## config.mk

```make
export PLATFORM = sky130hd
export DESIGN_NAME = seg_hex595_scan
export DESIGN_NICKNAME = d
export VERILOG_FILES = /design/src/rtl/seg_hex595_scan.sv
export SDC_FILE = /design/constraint.sdc
export NUM_CORES = 1
export LEC_CHECK = 0
export BUFFER_PORTS_ARGS = -buffer_cell sky130_fd_sc_hd__buf_2
export CAP_MARGIN = 15
export CORE_AREA = 2 2 72 102
export CTS_BUF_LIST = sky130_fd_sc_hd__clkbuf_4
export DETAILED_ROUTE_END_ITERATION = 12
export DIE_AREA = 0 0 74 104
export PLACE_DENSITY = 0.66
export SYNTH_ARGS = -nofsm -noshare
export SYNTH_HDL_FRONTEND = slang
export SYNTH_SLANG_ARGS = --single-unit
```

## constraint.sdc

```tcl
create_clock -name sys_clk -period 5.2 [get_ports sys_clk]
set_clock_uncertainty 0.15 [all_clocks]
set_input_delay 0.26 -clock sys_clk [delete_from_list [all_inputs] [get_ports sys_clk]]
set_output_delay 0.26 -clock sys_clk [all_outputs]
set_load 0.05 [all_outputs]
```

## src/rtl/seg_hex595_scan.sv

```systemverilog
// seg_hex595_scan: scanned hex 7-seg driver for a chained 74HC595 board.
// In: sys_clk, sys_rst_n, data, dp, blank_mask, lz_en.
// Out: clk/dat/str to the 595 chain, digit index, frame_done pulse.
module seg_hex595_scan #(
  parameter int DIGITS         = 8,
  parameter int CLK_DIV        = 4,
  parameter int HOLD_TICKS     = 256,
  parameter bit SEG_ACTIVE_LOW = 1'b1,
  parameter bit SEL_ACTIVE_LOW = 1'b1
) (
  input  logic                sys_clk,
  input  logic                sys_rst_n,
  input  logic [4*DIGITS-1:0] data,
  input  logic [DIGITS-1:0]   dp,
  input  logic [DIGITS-1:0]   blank_mask,
  input  logic                lz_en,
  output logic                clk,
  output logic                dat,
  output logic                str,
  output logic [$clog2(DIGITS > 1 ? DIGITS : 2)-1:0] digit,
  output logic                frame_done
);

  localparam int W   = 8 + DIGITS;
  localparam int DGW = $clog2(DIGITS > 1 ? DIGITS : 2);
  localparam int DVW = $clog2(CLK_DIV > 1 ? CLK_DIV : 2);
  localparam int HCW = $clog2(HOLD_TICKS > 1 ? HOLD_TICKS : 2);
  localparam int BCW = $clog2(W);

  typedef enum logic [1:0] {
    LOAD,
    SHIFT,
    STROBE,
    HOLD
  } state_t;

  state_t           state;
  logic [DVW-1:0]   div_cnt;
  logic             tick;
  logic [W-1:0]     frame_q;
  logic [BCW-1:0]   bit_cnt;
  logic             phase;
  logic [HCW-1:0]   hold_cnt;

  logic [3:0]          nib;
  logic [4*DIGITS-1:0] hi_bits;
  logic                supp;
  logic [7:0]          seg_raw;
  logic [DIGITS-1:0]   sel_raw;
  logic [W-1:0]        frame_d;

  function automatic logic [6:0] hex7(input logic [3:0] n);
    logic [6:0] s;
    s = 7'h00;
    case (n)
      4'h0: s = 7'h3F;
      4'h1: s = 7'h06;
      4'h2: s = 7'h5B;
      4'h3: s = 7'h4F;
      4'h4: s = 7'h66;
      4'h5: s = 7'h6D;
      4'h6: s = 7'h7D;
      4'h7: s = 7'h07;
      4'h8: s = 7'h7F;
      4'h9: s = 7'h6F;
      4'hA: s = 7'h77;
      4'hB: s = 7'h7C;
      4'hC: s = 7'h39;
      4'hD: s = 7'h5E;
      4'hE: s = 7'h79;
      4'hF: s = 7'h71;
      default: s = 7'h00;
    endcase
    return s;
  endfunction

  assign tick = (div_cnt == DVW'(CLK_DIV - 1));

  always_ff @(posedge sys_clk or negedge sys_rst_n) begin
    if (!sys_rst_n) begin
      div_cnt <= '0;
    end else if (tick) begin
      div_cnt <= '0;
    end else begin
      div_cnt <= div_cnt + DVW'(1);
    end
  end

  // Leading zeros: digit and everything above it is zero.
  always_comb begin
    nib     = data[4*digit +: 4];
    hi_bits = data >> (4*digit);
    supp    = blank_mask[digit] ||
              (lz_en && (digit != '0) && (hi_bits == '0));
    seg_raw = supp ? 8'h00 : {dp[digit], hex7(nib)};
    sel_raw = DIGITS'(1) << digit;
    frame_d = {sel_raw ^ {DIGITS{SEL_ACTIVE_LOW}},
               seg_raw ^ {8{SEG_ACTIVE_LOW}}};
  end

  always_ff @(posedge sys_clk or negedge sys_rst_n) begin
    if (!sys_rst_n) begin
      state      <= LOAD;
      frame_q    <= '0;
      bit_cnt    <= '0;
      phase      <= 1'b0;
      hold_cnt   <= '0;
      clk        <= 1'b0;
      dat        <= 1'b0;
      str        <= 1'b0;
      digit      <= '0;
      frame_done <= 1'b0;
    end else begin
      frame_done <= 1'b0;
      if (tick) begin
        unique case (state)
          LOAD: begin
            frame_q <= frame_d;
            bit_cnt <= '0;
            phase   <= 1'b0;
            state   <= SHIFT;
          end
          SHIFT: begin
            if (!phase) begin
              clk   <= 1'b0;
              dat   <= frame_q[W-1];
              phase <= 1'b1;
            end else begin
              clk     <= 1'b1;
              phase   <= 1'b0;
              frame_q <= frame_q << 1;
              bit_cnt <= bit_cnt + BCW'(1);
              if (bit_cnt == BCW'(W - 1)) begin
                state <= STROBE;
              end
            end
          end
          STROBE: begin
            clk      <= 1'b0;
            dat      <= 1'b0;
            str      <= 1'b1;
            hold_cnt <= '0;
            state    <= HOLD;
          end
          HOLD: begin
            clk <= 1'b0;
            dat <= 1'b0;
            str <= 1'b0;
            if (hold_cnt == HCW'(HOLD_TICKS - 1)) begin
              state <= LOAD;
              if (digit == DGW'(DIGITS - 1)) begin
                digit      <= '0;
                frame_done <= 1'b1;
              end else begin
                digit <= digit + DGW'(1);
              end
            end else begin
              hold_cnt <= hold_cnt + HCW'(1);
            end
          end
          default: state <= LOAD;
        endcase
      end
    end
  end

endmodule

```

==> results of run 1 <==
-- how the worst min path moves through the flow --
stage	end	from	slack (ps)
after CTS	frame_q[7]$_DFFE_PN0P_	dp[5]	280
after global placement	div_cnt[0]$_DFF_PN0_	div_cnt[0]$_DFF_PN0_	260
after global routing	frame_q[7]$_DFFE_PN0P_	dp[6]	290
after floorplan	bit_cnt[0]$_DFFE_PN0P_	sys_rst_n	-190
after detailed placement	hold_cnt[2]$_DFFE_PN0P_	sys_rst_n	280
final	frame_q[7]$_DFFE_PN0P_	dp[4]	280
-- cells by family (layout without fill, tap and decap cells) --
family | count (synthesis) | after routing | synth area share [%]
AOI/OAI and AO/OA | 101 | 101 | 21.3
and+or+nand+nor | 99 | 99 | 16.2
DFF | 40 | 40 | 33.4
buffers and inverters | 39 | 88 | 6.22
muxes | 28 | 28 | 13.7
adders and majority gates | 19 | 19 | 7.94
xor gates and xnor gates | 4 | 4 | 1.17
-- sequential cells by signal (all words and copies together), names as in the netlist, 2 cells and up --
register  flops
frame_q      16
hold_cnt      8
bit_cnt       4
digit         3
div_cnt       2
state         2
-- layout by cell type, fill, tap and decap left out, drive strengths merged, types with 3 or more instances in the layout --
master  netlist  layout
nor2         25      25
nand4         5       5
nand2        31      31
inv          18      18
buf           8      59
nor3b         3       3
mux2i        14      14
a31oi        10      10
a22o          8       8
xor2          4       4
clkinv        2       4
nand3         8       8
nor3          8       8
mux4         10      10
o21ai        22      22
a21oi        37      37
dfrtp        40      40
ha           19      19
mux2          4       4
clkbuf       11       5
nor4          4       4
-- metal layers --
metal	global-route usage [%]	up-vias	share of wire, %
met2	33.9	60	54
met5	0	-	0
met3	2.71	10	3.3
met1	21.5	1243	41
li1	-	1309	-
met4	6.23	0	2.0
-- cell type report --
type | instances | area (µm²) | share of cell area, %
clock inverter | 3 | 37.5 | 1.11
sequential | 40 | 1000 | 29.5
inverter | 20 | 75.1 | 2.22
timing repair buffer | 60 | 310 | 9.16
tap | 95 | 119 | 3.51
clock buffer | 5 | 37.5 | 1.11
multi-input combinational | 251 | 1810 | 53.4
-- worst max-delay path: cells and delay by family, from the launching register on --
kind            cells  cell delay (ps)
mux                 2             1040
compound gates      5             1000
flops               1              950
fa+ha+maj           1              280
simple gates        1               60
-- power breakdown --
| part | switching, W | internal, W |
|---|---|---|
| sequential | 0.00000332 | 0.000317 |
| combinational | 0.0000397 | 0.0000364 |
| clock | 0.0000999 | 0.0000982 |
-- stage by stage --
stage / cell area, µm² / cells / power, W / hold WS [ps] / setup slack (ps)
3_3_place_gp: 3300 / 465 / 0.000401 / 265 / 1800
6_report: 3390 / 474 / 0.000594 / 277 / 1640
4_1_cts: 3390 / 474 / 0.000603 / 275 / 1590
2_1_floorplan: 3000 / 330 / 0.000365 / -186 / 1990
5_1_grt: 3390 / 474 / 0.000624 / 288 / 1330
3_5_place_dp: 3300 / 465 / 0.000403 / 278 / 1640
-- cell usage after synthesis (2+ instances only) --
library cell and count:
sky130_fd_sc_hd__o211ai_1 2, sky130_fd_sc_hd__mux2i_1 14, sky130_fd_sc_hd__and4_1 2, sky130_fd_sc_hd__nor3_1 8, sky130_fd_sc_hd__buf_6 2, sky130_fd_sc_hd__nor4_1 3
sky130_fd_sc_hd__and2_1 2, sky130_fd_sc_hd__nand3_1 8, sky130_fd_sc_hd__xor2_1 4, sky130_fd_sc_hd__a22o_1 8, sky130_fd_sc_hd__nand2b_1 2, sky130_fd_sc_hd__a32oi_1 2
sky130_fd_sc_hd__a31oi_1 10, sky130_fd_sc_hd__a21oi_1 37, sky130_fd_sc_hd__o21ai_0 21, sky130_fd_sc_hd__ha_1 19, sky130_fd_sc_hd__dfrtp_1 40, sky130_fd_sc_hd__or3_1 2
sky130_fd_sc_hd__mux4_2 10, sky130_fd_sc_hd__o31ai_1 2, sky130_fd_sc_hd__nor3b_1 3, sky130_fd_sc_hd__nand4_1 5, sky130_fd_sc_hd__buf_2 4, sky130_fd_sc_hd__clkinv_1 2
sky130_fd_sc_hd__and3_1 2, sky130_fd_sc_hd__mux2_2 4, sky130_fd_sc_hd__nor2_1 25, sky130_fd_sc_hd__nand2_1 30, sky130_fd_sc_hd__inv_1 18, sky130_fd_sc_hd__clkbuf_1 11
sky130_fd_sc_hd__a22oi_1 2
==> impl_table.tex, run 1 <==
\begin{tabular}{lr}
\hline
Metric & Value \\
\hline
\multicolumn{2}{l}{\textbf{Pwr}} \\
\quad Static leakage & between 1.5 and 2 nW \\
\quad Power per cell area & 175 mW/mm² \\
\quad Maximum VDD drop & $\sim$83 µV \\
\multicolumn{2}{l}{\textbf{Logic synthesis}} \\
\quad Number of enable flip-flop cells after synthesis & 0 \\
\quad Post-synth net total & 400 \\
\quad Area share of the largest cell type after synthesis & 33.4\% \\
\quad Number of warnings issued by yosys & 0 \\
\quad Largest area contributor in the synthesized netlist & sky130\_fd\_sc\_hd\_\_dfrtp\_1 \\
\quad Mean instance size in the synthesized netlist & 9.08 µm² \\
\quad Share of synthesized area occupied by flip-flops and latches & 33.4\% \\
\quad Post-synthesis instance area & roughly 0.003 mm² \\
\quad Share of synthesized flip-flops with an asynchronous set or reset & 100\% \\
\quad Gate count after technology mapping & 330 \\
\quad Register bit total from synthesis & 40 \\
\quad Area contributors post-synth & sky130\_fd\_sc\_hd\_\_dfrtp\_1 (33\%), sky130\_fd\_sc\_hd\_\_ha\_1 (7.9\%), sky130\_fd\_sc\_hd\_\_mux4\_2 (7.5\%) \\
\quad Most instantiated flip-flop cell in the synthesis netlist & sky130\_fd\_sc\_hd\_\_dfrtp\_1 \\
\quad Cell variety after synth & 57 \\
\multicolumn{2}{l}{\textbf{Finish}} \\
\quad Layout cell share with drive strength beyond 1 & between 20\% and 30\% \\
\quad Layout Nets & 448 \\
\quad Antenna cell count & 0 \\
\quad Final core utilization & about 50\% \\
\quad Synthesis-to-layout area growth & 13.1\% \\
\quad Fillers & 640 \\
\multicolumn{2}{l}{\textbf{Floorplanning}} \\
\quad Initial core utilization & between 40\% and 50\% \\
\quad Die extent in y & 104 µm \\
\quad Core footprint & between 0.006 and 0.007 mm² \\
\quad Die width & 74 µm \\
\quad \# IOs & 58 \\
\quad Die area & 0.00770 mm² \\
\quad Number of placement rows & 36 \\
\multicolumn{2}{l}{\textbf{Global route}} \\
\quad Remaining Overflow, GRT & 0 \\
\quad Number of antenna violations at the first check in global routing & 0 \\
\quad Via count of the first global-routing pass & 2532 \\
\quad First-pass GRT wire length & 11500 µm \\
\quad Largest net degree at the start of global routing & 41 \\
\quad Overall routing resource usage & 18.7\% \\
\multicolumn{2}{l}{\textbf{Clocking}} \\
\quad Setup fix buffers added after clock tree synthesis & 0 \\
\quad Clock slew seen by the registers of the worst setup and hold paths & 110 ps \\
\quad Number of buffers between clock root and the deepest sink & 2 \\
\quad Maximum level of the CTS H-tree & 2 \\
\quad Total of cells resized after clock tree synthesis & 0 \\
\quad Inserted Clock Buffers & 5 \\
\quad Clock sink count & 40 \\
\quad Clk root buf & sky130\_fd\_sc\_hd\_\_clkbuf\_4 \\
\quad Number of buffers inserted by hold repair at cts & 1 \\
\quad CTS tree & built \\
\quad Latest clock arrival within the worst-skew pair & about 350 ps \\
\multicolumn{2}{l}{\textbf{Route}} \\
\quad WL per Instance & 14.2 µm \\
\quad Routed WL & 6720 µm \\
\quad DRC violation count after routing & 0 \\
\quad Drt first pass iters & 4 \\
\quad Number of DRC markers in iteration 0 & 127 \\
\quad Via count & 2622 \\
\quad Antenna Violating Nets Remaining & 0 \\
\quad Vias/cell & 5.53 \\
\multicolumn{2}{l}{\textbf{Outcome}} \\
\quad Run status & finished clean \\
\multicolumn{2}{l}{\textbf{Worst setup path}} \\
\quad Data required time of the worst path & 5330 ps \\
\quad Timing endpoint of the critical path & frame\_q[0]\$\_DFFE\_PN0P\_ \\
\quad Source of the critical timing path & digit[1]\$\_DFFE\_PN0P\_ \\
\quad Slowest library cell on the worst path & sky130\_fd\_sc\_hd\_\_dfrtp\_1 \\
\quad Critical Path End Type & flip-flop \\
\quad Highest net fanout along the worst path & 23 \\
\quad Startpoint type of the worst setup path & flip-flop \\
\quad Endpoint of the most critical register-to-register path & frame\_q[0]\$\_DFFE\_PN0P\_ \\
\quad WS Path Type & reg2reg \\
\quad Cells along the critical path & mux4\_2 -> mux2i\_1 -> ha\_1 -> nand2\_1 -> a221oi\_1 -> o2111a\_1 -> o21ai\_0 -> a32o\_2 -> a31oi\_1 \\
\quad Slack of the worst reg-to-reg path & 1640 ps \\
\quad CP peak stage delay & $\sim$950 ps \\
\quad Worst flop-to-flop path startpoint & digit[1]\$\_DFFE\_PN0P\_ \\
\quad Worst-case reg-to-reg path depth & 9 \\
\quad WP data arrival & 3690 ps \\
\multicolumn{2}{l}{\textbf{Placed design}} \\
\quad Hpwl dp & slightly above 5000 µm \\
\quad IO Port Bufs & 57 \\
\quad Routability-driven placement congestion ratio & 0.862 \\
\multicolumn{2}{l}{\textbf{Timing}} \\
\quad Transition time at the pin with the least slew margin & 954 ps \\
\quad Slew Viols, Final & 0 \\
\quad Setup repair after global routing missed its margin & no \\
\quad Tcrit/Tclk final & 68.4\% \\
\quad Maximum clock frequency & 281 MHz \\
\quad Post-Route Setup TNS & 0 ps \\
\quad Total of endpoints with negative setup slack in the final report & 0 \\
\quad Post-layout min period & 3560 ps \\
\quad Final Hold Violating Endpoints & 0 \\
\quad Max\_slew headroom & 36.2\% \\
\multicolumn{2}{l}{\textbf{Hold path}} \\
\quad Worst hold-check path type & in2reg \\
\quad Count of cells along the worst hold path & 5 \\
\multicolumn{2}{l}{\textbf{Job}} \\
\quad Max-cap violations & 0 \\
\hline
\end{tabular}
No activity file was read; power rests on OpenSTA's default activity.
==> run 2: changes to the inputs <==
- ABC_AREA: not set -> 1
- CORE_AREA: 2 2 72 102 -> 2 2 76 107
- DIE_AREA: 0 0 74 104 -> 0 0 78 109
- PLACE_DENSITY: 0.66 -> not set
- clock period: 5.2 -> 3.49 ns (I/O delays scaled with it)
==> run 2 against run 1 <==
Clock power rose by 23%. First-iteration DRC count rose by 25%. Non-clock buffer count rose by 3. Sequential power rose by 48%. Sequential share of layout area fell by 2.6 points. Combinational power rose by 63%. Count of clock-buffer cells in the layout rose by 2. Synthesized cell count rose by 59%.
==> impl_table.tex, run 2 <==
\begin{tabular}{lr}
\hline
Metric & Value \\
\hline
\multicolumn{2}{l}{\textbf{Logic synthesis}} \\
\quad Mean instance size in the synthesized netlist & 6.31 µm² \\
\quad Xor/xnor share of the synthesized area & 0.794\% \\
\quad Ranking of synthesized cells by instance count & sky130\_fd\_sc\_hd\_\_nand2\_1 (179), sky130\_fd\_sc\_hd\_\_nor2\_1 (70), sky130\_fd\_sc\_hd\_\_nand3\_1 (55), sky130\_fd\_sc\_hd\_\_dfrtp\_1 (40), sky130\_fd\_sc\_hd\_\_inv\_1 (40) \\
\quad Register bit total from synthesis & 40 \\
\quad Most instantiated flip-flop cell in the synthesis netlist & sky130\_fd\_sc\_hd\_\_dfrtp\_1 \\
\quad Number of warnings issued by yosys & 0 \\
\quad Share of synthesized flip-flops with an asynchronous set or reset & 100\% \\
\quad Gate count after technology mapping & 524 \\
\quad Compound-Gate Fraction of Synth Area & a little under an eighth \\
\quad Number of enable flip-flop cells after synthesis & 0 \\
\quad Share of synthesized area occupied by flip-flops and latches & 30.3\% \\
\quad Largest area contributor in the synthesized netlist & sky130\_fd\_sc\_hd\_\_dfrtp\_1 \\
\quad Cell variety after synth & 35 \\
\quad Largest family of logic cells by synthesized area & simple AND/OR/NAND/NOR gates \\
\quad Mux contribution to synthesized area & 0\% \\
\quad Post-synthesis instance area & 0.00331 mm² \\
\quad Area contributors post-synth & sky130\_fd\_sc\_hd\_\_dfrtp\_1 (30\%), sky130\_fd\_sc\_hd\_\_nand2\_1 (20\%), sky130\_fd\_sc\_hd\_\_nand3\_1 (8.3\%) \\
\quad Area share of fa/ha/maj cells after synthesis & 7.19\% \\
\quad Most numerous cell in the Yosys netlist & sky130\_fd\_sc\_hd\_\_nand2\_1 \\
\quad Post-Synth Simple-Gate Area & 41.5\% \\
\quad Post-synth net total & between 500 and 600 \\
\quad Area share of the largest cell type after synthesis & 30.3\% \\
\multicolumn{2}{l}{\textbf{Global route}} \\
\quad Largest net degree at the start of global routing & 43 \\
\quad First-pass GRT wire length & $\sim$15000 µm \\
\quad Overall routing resource usage & approximately 22\% \\
\quad Remaining Overflow, GRT & 0 \\
\quad Number of antenna violations at the first check in global routing & 1 \\
\quad Via count of the first global-routing pass & about 3.3k \\
\multicolumn{2}{l}{\textbf{Job}} \\
\quad Max-cap violations & 0 \\
\multicolumn{2}{l}{\textbf{Route}} \\
\quad DRC violation count after routing & 0 \\
\quad Vias/cell & 5.06 \\
\quad Via count & 3422 \\
\quad Routed WL & 8710 µm \\
\quad Number of DRC markers in iteration 0 & roughly 160 \\
\quad WL per Instance & 12.9 µm \\
\quad Drt first pass iters & 5 \\
\quad Antenna Violating Nets Remaining & 0 \\
\multicolumn{2}{l}{\textbf{Finish}} \\
\quad Top flop regs & frame\_q (16), hold\_cnt (8), bit\_cnt (4) \\
\quad Layout cell share with drive strength beyond 1 & 14.8\% \\
\quad Most common library cell in the layout ignoring fill and taps & sky130\_fd\_sc\_hd\_\_nand2\_1 \\
\quad Layout Nets & 644 \\
\quad Register bank with the most flops & frame\_q \\
\quad Synthesis-to-layout area growth & 12.4\% \\
\quad Fillers & 853 \\
\quad Largest register FFs & 16 \\
\quad Top library cells by usage in the layout, fill and taps aside & sky130\_fd\_sc\_hd\_\_nand2\_1 (179), sky130\_fd\_sc\_hd\_\_nor2\_1 (70), sky130\_fd\_sc\_hd\_\_buf\_2 (57) \\
\quad Final design instance area without fill & around 0.0037 mm² \\
\multicolumn{2}{l}{\textbf{Timing}} \\
\quad Final Hold Violating Endpoints & 0 \\
\quad Post-Route Setup TNS & 0 ps \\
\quad Maximum clock frequency & roughly 400 MHz \\
\quad Setup repair after global routing missed its margin & no \\
\quad Slew Viols, Final & 0 \\
\quad Post-layout min period & 2460 ps \\
\quad Total of endpoints with negative setup slack in the final report & 0 \\
\quad Transition time at the pin with the least slew margin & 872 ps \\
\quad Max\_slew headroom & 41.9\% \\
\quad Tcrit/Tclk final & 70.6\% \\
\multicolumn{2}{l}{\textbf{Hold path}} \\
\quad Launch point of the worst hold path & div\_cnt[0]\$\_DFF\_PN0\_ \\
\quad Worst min-delay path endpoint & div\_cnt[0]\$\_DFF\_PN0\_ \\
\quad Count of cells along the worst hold path & 1 \\
\quad Worst hold-check path type & reg2reg \\
\multicolumn{2}{l}{\textbf{Floorplanning}} \\
\quad Core footprint & 0.00761 mm² \\
\quad Die width & 78 µm \\
\quad Die extent in y & 109 µm \\
\quad \# IOs & 58 \\
\quad Die area & 0.00850 mm² \\
\quad Number of placement rows & 38 \\
\quad Initial core utilization & 43.5\% \\
\multicolumn{2}{l}{\textbf{Worst setup path}} \\
\quad Critical Path End Type & flip-flop \\
\quad Worst flop-to-flop path startpoint & state[1]\$\_DFFE\_PN0P\_ \\
\quad Worst-case reg-to-reg path depth & 8 \\
\quad Data required time of the worst path & 3580 ps \\
\quad Startpoint type of the worst setup path & flip-flop \\
\quad WP data arrival & between 2000 and 3000 ps \\
\quad Slack of the worst reg-to-reg path & $\sim$1000 ps \\
\quad WS Path Type & reg2reg \\
\quad Endpoint of the most critical register-to-register path & bit\_cnt[0]\$\_DFFE\_PN0P\_ \\
\quad Highest net fanout along the worst path & 17 \\
\multicolumn{2}{l}{\textbf{Placed design}} \\
\quad Routability-driven placement congestion ratio & 0.835 \\
\quad IO Port Bufs & 57 \\
\quad Hpwl dp & 6730 µm \\
\quad Placed standard-cell area & 0.00365 mm² \\
\multicolumn{2}{l}{\textbf{Pwr}} \\
\quad Static leakage & $\sim$2.0 nW \\
\quad Maximum VDD drop & 112 µV \\
\quad Power per cell area & 227 mW/mm² \\
\multicolumn{2}{l}{\textbf{Outcome}} \\
\quad Run status & finished clean \\
\multicolumn{2}{l}{\textbf{Clocking}} \\
\quad CTS tree & built \\
\quad Setup fix buffers added after clock tree synthesis & 0 \\
\quad Clk root buf & sky130\_fd\_sc\_hd\_\_clkbuf\_4 \\
\quad Clock slew seen by the registers of the worst setup and hold paths & 130 ps \\
\quad Number of buffers between clock root and the deepest sink & 2 \\
\quad Clock sink count & 40 \\
\quad Inserted Clock Buffers & 5 \\
\quad Latest clock arrival within the worst-skew pair & 350 ps \\
\quad Maximum level of the CTS H-tree & 2 \\
\hline
\end{tabular}
[run 2: cell families (layout without fill, tap and decap cells)]
kind of cell / Yosys count / in the layout
buffers and inverters: 67 / 118
adders and majority gates: 19 / 19
other: 0 / 1
and+or+nand+nor: 326 / 326
AOI/OAI and AO/OA: 69 / 69
xor gates and xnor gates: 3 / 3
DFF: 40 / 40
[run 2: critical path, cell delays in order, from the launching register on]
cell and delay [ps]:
sky130_fd_sc_hd__dfrtp_1 440, sky130_fd_sc_hd__inv_1 110, sky130_fd_sc_hd__ha_1 530, sky130_fd_sc_hd__nor2_1 110, sky130_fd_sc_hd__nor2_1 170, sky130_fd_sc_hd__nand2_1 280
sky130_fd_sc_hd__inv_2 320, sky130_fd_sc_hd__o21ai_0 130, sky130_fd_sc_hd__o21a_1 120
[run 2: final cells by class]
cell class | instances | area [µm²] | area share (%)
sequential | 40 | 1000 | 26.9
multi-input combinational | 417 | 2020 | 54.4
tap | 100 | 125 | 3.36
antenna | 1 | 2.50 | 0.0673
timing repair buffer | 63 | 333 | 8.95
clock inverter | 1 | 3.75 | 0.101
inverter | 47 | 176 | 4.74
clock buffer | 7 | 52.6 | 1.41
[run 2: worst max-delay path by stage]
stage                               from                endpoint  slack [ps]
finish              state[1]$_DFFE_PN0P_  bit_cnt[0]$_DFFE_PN0P_        1030
global route        state[1]$_DFFE_PN0P_  bit_cnt[0]$_DFFE_PN0P_         740
CTS                 state[1]$_DFFE_PN0P_  bit_cnt[0]$_DFFE_PN0P_         990
detailed placement  state[1]$_DFFE_PN0P_  bit_cnt[0]$_DFFE_PN0P_        1030
global placement    digit[0]$_DFFE_PN0P_  frame_q[3]$_DFFE_PN0P_        1050
floorplan           digit[1]$_DFFE_PN0P_  frame_q[0]$_DFFE_PN0P_        1020
[run 2: what timing repair did]
item | in CTS | in global routing
hold buffers | 1 | 0
gates resized for setup | 0 | 0
endpoints found under the setup margin | 0 | 0
endpoints found under the hold margin | 40 | 0
[run 2: per-layer routing]
metal	global-route usage, %	routed length, µm	vias up
met5	0	0	-
met4	8.65	233	0
met3	2.57	317	15
met2	42.6	4620	89
met1	24.6	3540	1530
li1	-	-	1788
[run 2: metrics by stage]
stage	setup slack, ps	total power, W	cells	utilization, %	hold slack, ps
after floorplan	1020	0.000548	524	-	-271
after global placement	1050	0.000608	666	48.0	210
after detailed placement	1030	0.000607	666	48.0	207
after CTS	994	0.000855	675	48.8	283
after global routing	744	0.000894	676	48.9	305
final	1030	0.000842	676	48.9	288
[run 2: power by group]
group | switching [W] | leakage [nW] | internal (W) | total, W
Combinational | 0.0000739 | 1.44 | 0.0000505 | 0.000124
Sequential | 0.00000394 | 0.493 | 0.000470 | 0.000474
Clock | 0.000151 | 0.0338 | 0.0000932 | 0.000244
Total | 0.000228 | 1.97 | 0.000614 | 0.000842
==> run 3: changes to the inputs <==
- clock period: 3.49 -> 2.45 ns (I/O delays scaled with it)
==> run 3 against run 2 <==
First-iteration DRC count shrank 6.9%. Count of clock-buffer cells in the layout stayed put. Global-route usage shrank 0.070 points. Sequential power grew 42%. Largest cell class unchanged. Highest routed layer unchanged.
==> impl_table.tex, run 3 (synthesis results as in run 2) <==
\begin{tabular}{lr}
\hline
Metric & Value \\
\hline
\multicolumn{2}{l}{\textbf{Outcome}} \\
\quad Run status & finished clean \\
\multicolumn{2}{l}{\textbf{Worst setup path}} \\
\quad Data required time of the worst path & 2570 ps \\
\quad Dominant cell type by count on the critical path & sky130\_fd\_sc\_hd\_\_nand2\_1 \\
\quad Startpoint type of the worst setup path & flip-flop \\
\quad Slack of the worst reg-to-reg path & 200 ps \\
\quad Highest net fanout along the worst path & 17 \\
\quad CP peak stage delay & 470 ps \\
\quad WP data arrival & 2380 ps \\
\quad Critical Path End Type & flip-flop \\
\quad Cells along the critical path & buf\_12 -> nand2\_1 -> nand3\_1 -> nand2\_1 -> nand2\_1 -> nand2\_2 -> buf\_4 -> ha\_1 -> nand3\_1 -> nand2\_1 -> nand2\_1 -> nand2\_1 -> nor2\_1 -> nand3\_1 -> nand2\_1 -> nand2\_1 \\
\quad Slowest library cell on the worst path & sky130\_fd\_sc\_hd\_\_dfrtp\_2 \\
\quad WS Path Type & reg2reg \\
\quad Endpoint of the most critical register-to-register path & frame\_q[3]\$\_DFFE\_PN0P\_ \\
\quad Worst flop-to-flop path startpoint & digit[0]\$\_DFFE\_PN0P\_ \\
\quad Worst-case reg-to-reg path depth & 16 \\
\multicolumn{2}{l}{\textbf{Finish}} \\
\quad Most common library cell in the layout ignoring fill and taps & sky130\_fd\_sc\_hd\_\_nand2\_1 \\
\quad Antenna cell count & 0 \\
\quad Top library cells by usage in the layout, fill and taps aside & sky130\_fd\_sc\_hd\_\_nand2\_1 (178), sky130\_fd\_sc\_hd\_\_nor2\_1 (70), sky130\_fd\_sc\_hd\_\_buf\_2 (57) \\
\quad Layout Nets & 657 \\
\quad Top flop regs & frame\_q (16), hold\_cnt (8), bit\_cnt (4) \\
\quad Layout cell share with drive strength beyond 1 & 17.5\% \\
\quad Register bank with the most flops & frame\_q \\
\quad Largest register FFs & 16 \\
\quad Synthesis-to-layout area growth & 16.1\% \\
\multicolumn{2}{l}{\textbf{Global route}} \\
\quad GR Layer Usage met3 & 2.73\% \\
\quad Number of antenna violations at the first check in global routing & 0 \\
\quad Largest net degree at the start of global routing & 41 \\
\quad First-pass GRT wire length & 15000 µm \\
\quad Busiest layer in global routing & met2 \\
\quad Routing usage on met1 & 23.5\% \\
\quad Remaining Overflow, GRT & 0 \\
\quad Via count of the first global-routing pass & 3446 \\
\quad Met2 GRT Util & 43.3\% \\
\quad Overall routing resource usage & roughly 22\% \\
\multicolumn{2}{l}{\textbf{Clocking}} \\
\quad CTS tree & built \\
\quad Clock sink count & 40 \\
\quad Maximum level of the CTS H-tree & 2 \\
\quad Clk root buf & sky130\_fd\_sc\_hd\_\_clkbuf\_4 \\
\quad Number of buffers between clock root and the deepest sink & 2 \\
\quad Inserted Clock Buffers & 5 \\
\quad Clock slew seen by the registers of the worst setup and hold paths & approximately 120 ps \\
\quad Latest clock arrival within the worst-skew pair & 370 ps \\
\multicolumn{2}{l}{\textbf{Route}} \\
\quad Routed WL & 8810 µm \\
\quad WL per Instance & 12.8 µm \\
\quad Via count & roughly 3.5k \\
\quad Vias/cell & a little over 5 \\
\quad Drt first pass iters & 5 \\
\quad Antenna Violating Nets Remaining & 0 \\
\quad DRC violation count after routing & 0 \\
\quad Number of DRC markers in iteration 0 & 148 \\
\multicolumn{2}{l}{\textbf{Pwr}} \\
\quad Maximum VDD drop & 219 µV \\
\quad Static leakage & 2.03 nW \\
\quad Power per cell area & 314 mW/mm² \\
\quad Design Power & 0.00121 W \\
\multicolumn{2}{l}{\textbf{Floorplanning}} \\
\quad Die area & 0.00850 mm² \\
\quad Number of placement rows & 38 \\
\quad Initial core utilization & 43.5\% \\
\quad Core footprint & 0.00761 mm² \\
\quad \# IOs & 58 \\
\quad Die extent in y & roughly 110 µm \\
\quad Die width & between 70 and 80 µm \\
\multicolumn{2}{l}{\textbf{Timing}} \\
\quad Final Hold Violating Endpoints & 0 \\
\quad Total of endpoints with negative setup slack in the final report & 0 \\
\quad Post-layout min period & about 2300 ps \\
\quad Post-Route Setup TNS & 0 ps \\
\quad Slew Viols, Final & 0 \\
\quad Transition time at the pin with the least slew margin & 886 ps \\
\quad Maximum clock frequency & 444 MHz \\
\quad Max\_slew headroom & 40.9\% \\
\quad Setup repair after global routing missed its margin & no \\
\quad Tcrit/Tclk final & 92.0\% \\
\quad Setup slack of the critical path after layout & 195 ps \\
\multicolumn{2}{l}{\textbf{Job}} \\
\quad Max-cap violations & 0 \\
\multicolumn{2}{l}{\textbf{Placed design}} \\
\quad Hpwl dp & roughly 7100 µm \\
\quad Routability-driven placement congestion ratio & about 0.9 \\
\quad IO Port Bufs & between 50 and 60 \\
\quad Worst slack at placement & about 110 ps \\
\multicolumn{2}{l}{\textbf{Hold path}} \\
\quad Worst hold-check path type & in2async \\
\hline
\end{tabular}
[run 3: cell count changes in the layout (fill, tap and decap cells not counted), sizes merged]
| cell | before | now |
|---|---|---|
| buf | 62 | 75 |
| diode | 1 | 0 |
[run 3: how the worst max path moves through the flow]
| stage | to | startpoint |
|---|---|---|
| 6_report | frame_q[3]$_DFFE_PN0P_ | digit[0]$_DFFE_PN0P_ |
| 4_1_cts | frame_q[3]$_DFFE_PN0P_ | digit[0]$_DFFE_PN0P_ |
| 5_1_grt | frame_q[1]$_DFFE_PN0P_ | digit[0]$_DFFE_PN0P_ |
| 3_5_place_dp | frame_q[3]$_DFFE_PN0P_ | digit[0]$_DFFE_PN0P_ |
| 3_3_place_gp | frame_q[3]$_DFFE_PN0P_ | digit[0]$_DFFE_PN0P_ |
| 2_1_floorplan | frame_q[3]$_DFFE_PN0P_ | digit[0]$_DFFE_PN0P_ |
[run 3: critical path: cells and delay by family (launching register included)]
kind | cells | cell delay, ps
adders and majority gates | 1 | 210
buffers and inverters | 2 | 320
DFF | 1 | 470
and+or+nand+nor | 13 | 1020
[run 3: timing repair]
| item | in CTS | in global routing |
|---|---|---|
| gates resized for setup | 0 | 7 |
| endpoints found under the setup margin | 0 | 8 |
| hold buffers | 1 | 0 |
| endpoints found under the hold margin | 40 | 0 |
| setup buffers | 0 | 2 |
[run 3: area by class of cell]
class	instances	area, µm²
clock buffer	7	52.6
clock inverter	1	3.75
fill	837	3760
inverter	47	181
multi-input combinational	417	2030
sequential	40	1000
tap	100	125
timing repair buffer	76	443
[run 3: through the flow]
stage | utilization [%] | hold WS [ps] | instance area [µm²] | std cells
2_1_floorplan | - | -323 | 3310 | 524
3_3_place_gp | 49.2 | 160 | 3750 | 677
3_5_place_dp | 49.2 | 157 | 3750 | 677
4_1_cts | 50.1 | 244 | 3810 | 686
5_1_grt | 50.5 | 287 | 3840 | 688
6_report | 50.5 | 238 | 3840 | 688
[run 3: where the power goes]
group	total, W	switching, W	internal [W]
Sequential	0.000675	0.00000539	0.000670
Clock	0.000354	0.000222	0.000133
Combinational	0.000178	0.000103	0.0000753
[run 3: per-layer routing]
metal	part of all wire (%)	wire, µm
met1	40	3550
met2	53	4660
met3	3.6	313
met4	3.2	282
met5	0	0
